[config.mk]
export PLATFORM = sky130hd
export DESIGN_NAME = tensor_quantizer
export DESIGN_NICKNAME = d
export VERILOG_FILES = /design/src/rtl/tensor_quantizer.sv
export SDC_FILE = /design/constraint.sdc
export NUM_CORES = 2
export LEC_CHECK = 0
export CORE_AREA = 2 2 408 208
export CTS_CLUSTER_DIAMETER = 80
export DETAILED_ROUTE_END_ITERATION = 7
export DIE_AREA = 0 0 410 210
export DONT_BUFFER_PORTS = 1
export PLACE_DENSITY = 0.67
export SYNTH_ARGS = -nofsm -noshare
export SYNTH_HDL_FRONTEND = slang
export SYNTH_SLANG_ARGS = --single-unit
[constraint.sdc]
create_clock -name clk -period 7 [get_ports clk]
set_input_delay 0.7 -clock clk [delete_from_list [all_inputs] [get_ports clk]]
set_output_delay 0.7 -clock clk [all_outputs]
set_load 0.05 [all_outputs]
[src/rtl/tensor_quantizer.sv]
// tensor_quantizer: streaming int32 -> int8 quantizer that fetches 127/max_abs from the scale calculator
module tensor_quantizer #(
    parameter int CNT_W     = 16,
    parameter int FRAC_BITS = 24
) (
    input  logic             clk,
    input  logic             reset_n,
    input  logic             cfg_start,
    input  logic [31:0]      cfg_max_abs,
    input  logic [CNT_W-1:0] cfg_num_elems,
    output logic             scale_start,
    output logic [31:0]      scale_max_abs,
    input  logic             scale_ready,
    input  logic [31:0]      reciprocal_scale,
    input  logic             in_valid,
    input  logic [31:0]      in_data,
    output logic             in_ready,
    output logic             out_valid,
    output logic [7:0]       out_data,
    input  logic             out_ready,
    output logic             busy,
    output logic             done
);
    typedef enum logic [2:0] {IDLE, REQ, WAIT, STREAM, DRAIN} state_t;
    state_t state;
    logic [31:0] recip_q;
    logic [CNT_W-1:0] num_q, cnt;
    logic s1_valid;
    logic signed [63:0] s1_prod, prod, rnd, r;
    logic stall, accept;
    logic [7:0] q;
    assign scale_start   = state == REQ;
    assign busy          = state != IDLE;
    // handshake, full-width product and round-half-up-then-saturate datapath
    always_comb begin
        stall    = out_valid && !out_ready;
        in_ready = state == STREAM && !stall;
        accept   = in_valid && in_ready;
        prod     = {{32{in_data[31]}}, in_data} * {32'b0, recip_q};
        rnd      = s1_prod + (64'sd1 <<< (FRAC_BITS - 1));
        r        = rnd >>> FRAC_BITS;
        q        = r > 64'sd127 ? 8'sd127 : r < -64'sd127 ? -8'sd127 : r[7:0];
    end
    // control FSM; done lands in the first cycle both pipeline stages are empty
    always_ff @(posedge clk or negedge reset_n) begin
        if (!reset_n) begin
            state         <= IDLE;
            scale_max_abs <= '0;
            num_q         <= '0;
            cnt           <= '0;
            recip_q       <= '0;
            done          <= 1'b0;
        end else begin
            done <= 1'b0;
            case (state)
                IDLE: if (cfg_start) begin
                    scale_max_abs <= cfg_max_abs;
                    num_q         <= cfg_num_elems;
                    cnt           <= '0;
                    state         <= REQ;
                end
                REQ: state <= WAIT;
                WAIT: if (scale_ready) begin
                    recip_q <= reciprocal_scale;
                    if (num_q == '0) begin
                        state <= IDLE;
                        done  <= 1'b1;
                    end else begin
                        state <= STREAM;
                    end
                end
                STREAM: if (accept) begin
                    cnt <= cnt + 1'b1;
                    if (cnt == num_q - 1'b1) state <= DRAIN;
                end
                DRAIN: if (!s1_valid && (!out_valid || out_ready)) begin
                    state <= IDLE;
                    done  <= 1'b1;
                end
                default: state <= IDLE;
            endcase
        end
    end
    // two-stage pipeline, frozen as a whole while the output is back-pressured
    always_ff @(posedge clk or negedge reset_n) begin
        if (!reset_n) begin
            s1_valid  <= 1'b0;
            s1_prod   <= '0;
            out_valid <= 1'b0;
            out_data  <= '0;
        end else if (!stall) begin
            s1_valid  <= accept;
            if (accept) s1_prod <= prod;
            out_valid <= s1_valid;
            if (s1_valid) out_data <= q;
        end
    end
endmodule

; ---- Yosys cells after proc, flatten, opt, wreduce, memory -nomap -nowiden
; Index checks and enable logic that the tools add are counted.
[totals]
reg_bits = 174
inputBits = 118
output_inout_bits = 45
word_cells = 62
[op_classes]
add_sub_neg = 3
n_mul = 1
magnitude_cmp = 2
n_eq_ne = 10
mux = 16
bitwise_logic = 1
n_reduce_logical = 19
[ops]
columns = op, count
row1 = $add A64 B25 Y64 const B, 1
row2 = $mul A32 B33 Y64, 1
row3 = $gt A40 B8 Y1 const B, 1
row4 = $lt A40 B8 Y1 const B, 1
row5 = $mux W16, 2
row6 = $pmux W16 S2, 1
row7 = $add A16 B1 Y16 const B, 1
row8 = $eq A16 B16 Y1, 1
row9 = $logic_not A16 Y1, 1
row10 = $mux W8, 2
row11 = $sub A16 B1 Y16 const B, 1
row12 = $mux W3, 5
row13 = $pmux W3 S5, 1
row14 = $ne A2 B2 Y1 const B, 4
row15 = $reduce_and A2 Y1, 4
row16 = $eq A3 B2 Y1 const B, 2
row17 = $reduce_and A5 Y1, 1
row18 = $logic_and A1 B1 Y1, 4
row19 = $logic_not A1 Y1, 4
row20 = $eq A3 B1 Y1 const B, 1
row21 = $eq A3 B3 Y1 const B, 1
row22 = $logic_not A3 Y1, 1
row23 = $mux W1, 3
row24 = $reduce_and A3 Y1, 1
row25 = 7 further kinds, 7

; ---- Depth between registers and ports, before layout
[depth]
ltp_word = 7
mapped_depth = 30
mapped_depth_nobuf = 28

; ---- Worst setup path before layout
; Ideal clock, no wire load.
[synth_path]
path_type = input-to-reg
start = input in_data[5]
end = register s1_prod[58]
setup_time_ns = 0.095
arrival_ns = 7.556
required_ns = 6.905
slack_ns = -0.651
stages = 26
n_path_buf = 2
cell_sequence = clkbuf_1 -> and2_1 -> fa_1 -> fa_1 -> fa_1 -> inv_1 -> fa_1 -> inv_1 -> fa_1 -> fa_1 -> fa_1 -> inv_1 -> fa_1 -> inv_1 -> ha_1 -> clkbuf_1 -> o2111a_1 -> a221oi_1 -> o21ai_0 -> a41o_1 -> a41o_1 -> a21o_1 -> a31oi_1 -> o211ai_1 -> o21a_1 -> o31ai_1
[synth_via]
elab_chain_len = 1
[synth_rtl]
columns = element, line
row1 = start: declaration, 16  ; input logic [31:0] in_data,
row2 = $mul A32 B33 Y64, 39  ; prod = {{32{in_data[31]}}, in_data} * {32'b0, recip_q};
row3 = end signal: assignment, 93  ; if (accept) s1_prod <= prod;
row4 = end: declaration, 29  ; logic signed [63:0] s1_prod, prod, rnd, r;
; Every way passes these cells.
; A chain may end at the register's enable or synchronous reset.

; ---- Final worst setup path
[layout_path]
start = register recip_q[18]
end = register s1_prod[62]
[layout_via]
elab_chain_len = 1
[layout_rtl]
columns = element, line
row1 = start: declaration, 26  ; logic [31:0] recip_q;
row2 = start signal: assignment, 64  ; recip_q <= reciprocal_scale;
row3 = $mul A32 B33 Y64, 39
; Every way passes these cells.

==> results.md <==
* Syn. warnings at 0
* Max_cap viols at 0
* Worst Path Required at 7.37 ns
* Vias in the first global route at 31710
* Port Buf Inserts at 0
* Hold WS at 0.1113 ns
* Drt total wl at 109.7 mm
* Commonest non-fill, non-tap cell in the layout: inv_1
* Mean Syn Cell Area at 9.249 um2
* Fin crit period at 7.576 ns
* Run status: complete, but fails checks
* H-tree Lvls at 4
* Slew @ Worst Pin at 1.081 ns
* Clock Path Buffers at 2
* Routed Antenna Nets at 0
* Initial Utilization at 49.43%
* Arr. time, crit path at 7.95 ns
* Initial antenna violation count at 3
* Syn_nets at 5722
* Fin crit share at 108.2%
* Core footprint at 82670 um2
* Die Y-Extent at 210 um
* I/O pin count at 163
* Seq/Total Area, Yosys at 9.247%
* Cts bufs inserted at 17
* RePlAce Congestion at 0.9136
* Critical-path maximum fanout at 7
* First-pass DRT Iterations at 6
* Largest net degree at the start of global routing at 152
* Global-route wire length before repair at 179.8 mm
* Overflow after GRT at 0
* Max-slew violation count at 0
* Flop2flop setup slack at -0.58 ns
* Post-Synthesis Cells at 4418
* FFs w/ async S/R, synth at 100.0%
* Root buffer cell: clkbuf_16
* Drc violations at 0
* Nets at 5823
* Std-Cell Rows at 75
* Die width at 410 um
* Synth unique cells at 70
* Yosys top cell by area: fa_1
* Area contributors post-synth: fa_1 44%, and2_1 9.5%, dfrtp_1 9.2%
* Final Core Density at 55.73%
* Routed wire per std cell at 19.43 um
* #FFs+latches synth at 151
* Area delta synth->final at 12.76%
* EDFF count, synth at 0
* Number of DRC markers after the initial detailed-route iteration at 2511
* Worst Reg-to-Reg Cells at 24
* Startpoint types: flip-flop
* Detailed-route via count at 30100
* Kind of critical path: flip-flop to flip-flop
* Failing checks: setup timing
* RSZ-0062 raised after global routing: true
* Post-synth top area share at 43.90%
* Area of the mapped netlist at 40860 um2
* Final Hold Viols at 0
* Clock transition at path regs at 0.08 ns
* TritonCTS clock tree: yes
* Final setup viols at 35
* Share of cells above drive strength 1 at 14.46%
* Die ar. at 86100 um2
* Sink Count at 151
* Worst skew pair latency at 0.48 ns
* Clock Skew at 0.02176 ns
* FMAX at 132.0 MHz
* Drt via density at 5.329
* Most frequent cells in the layout: 881 x inv_1, 859 x fa_1, 592 x and2_1
* Final worst setup slack at -0.5763 ns
* Worst Hold Class: primary input to async pin
* Worst flop-to-flop path startpoint: recip_q[18]$_DFFE_PN0P_
* Slew headroom at 27.91%
* Dpl hpwl at 91.37 mm
* Gr usage total at 26.73%
* Synth Flop Type: dfrtp_1
* CP Capture Type: flip-flop
* FF-to-FF End: s1_prod[62]$_DFFE_PN0P_
* Filler cells at 7242
## how the worst max path moves through the flow
stage	from	to	depth (start not counted)
CTS	recip_q[18]$_DFFE_PN0P_	s1_prod[58]$_DFFE_PN0P_	25
floorplan	in_data[5]	s1_prod[58]$_DFFE_PN0P_	26
global route	recip_q[18]$_DFFE_PN0P_	s1_prod[58]$_DFFE_PN0P_	24
global placement	in_data[2]	s1_prod[61]$_DFFE_PN0P_	25
finish	recip_q[18]$_DFFE_PN0P_	s1_prod[62]$_DFFE_PN0P_	24
detailed placement	in_data[3]	s1_prod[61]$_DFFE_PN0P_	25
## state kept, by name, summed over array words and instances (netlist names)
signal / cells
s1_prod: 41
recip_q: 32
scale_max_abs: 32
cnt: 16
num_q: 16
out_data: 8
state: 3
done: 1
out_valid: 1
s1_valid: 1
## cell usage after synthesis, types with 5 or more instances
master / count
a211o_1: 5
a211oi_1: 7
a21o_1: 37
a21oi_1: 78
a221oi_1: 6
a31oi_1: 18
and2_1: 618
and3_1: 25
and4_1: 5
buf_1: 6
clkbuf_1: 239
dfrtp_1: 151
fa_1: 896
ha_1: 290
inv_1: 898
mux2_2: 80
mux2i_1: 6
nand2_1: 522
nand2b_1: 20
nand3_1: 46
nand3b_1: 6
nand4_1: 26
nor2_1: 112
nor2b_1: 5
nor3_1: 27
nor4_1: 5
o211ai_1: 9
o21a_1: 10
o21ai_0: 75
o21bai_1: 6
o22a_1: 9
o22ai_1: 5
o31ai_1: 7
or3_1: 7
or4_1: 6
xnor2_1: 48
xor2_1: 44
## per-stage QoR
step	cell area (um2)	std cells	setup slack [ns]	setup TNS, ns
floorplan	41240	4418	-0.4305	-1.988
global route	46070	5647	-0.7126	-16.09
global placement	44110	5572	-0.6679	-14.20
detailed placement	44110	5572	-0.8000	-15.32
finish	46080	5648	-0.5763	-10.30
CTS	45450	5626	-0.5150	-8.781
## critical path, stage by stage (launching register included)
cell and delay (ns):
dfrtp_1 0.41, buf_12 0.17, buf_8 0.13, and2_4 0.15, fa_2 0.54, fa_1 0.41
inv_1 0.08, fa_1 0.45, fa_1 0.57, inv_2 0.04, fa_1 0.46, fa_2 0.55
fa_1 0.42, fa_2 0.58, ha_4 0.21, a211o_1 0.33, a221oi_2 0.26, o21ai_1 0.11
a41o_2 0.29, a41o_1 0.28, a21o_1 0.26, a31oi_4 0.19, o211ai_1 0.17, buf_4 0.18
a221oi_2 0.21
## layer usage
metal  part of all wire, %  track usage, %
met1                    49           42.63
met2                    42           37.97
met3                   8.9           5.919
met4                  0.91           3.233
met5                 0.012               0
## cells by family after synthesis
logic type | Yosys count | synth area share [%]
adder cells (fa/ha/maj) | 1186 | 52.78
XOR/XNOR | 92 | 1.972
multiplexers | 86 | 2.352
flip-flops | 151 | 9.247
AO/OA/AOI/OAI | 309 | 4.856
AND/OR/NAND/NOR | 1451 | 18.30
buffers and inverters | 1143 | 10.50
## layout make-up
cell class | instances | area (um2) | share of cell area, %
multi-input combinational | 3124 | 33840 | 73.43
sequential | 151 | 3791 | 8.228
inverter | 898 | 3371 | 7.315
timing repair buffer | 327 | 3082 | 6.688
tap | 1116 | 1396 | 3.030
clock buffer | 19 | 432.9 | 0.9396
clock inverter | 12 | 166.4 | 0.3612
antenna | 1 | 2.502 | 0.005431
## what timing repair did
| item | 4_1_cts | 5_1_grt |
|---|---|---|
| resized for setup | 142 | 115 |
| buffers inserted | 25 | 24 |
| gates cloned | 0 | 1 |
| endpoints found under the setup margin | 38 | 40 |
| endpoints found under the hold margin | 151 | 0 |
| pin swaps | 74 | 64 |
| hold buffers | 1 | 0 |
Power is left out: the tool's default activity adds up to more than one toggle a clock period on the data nets, which glitch-free logic cannot reach.
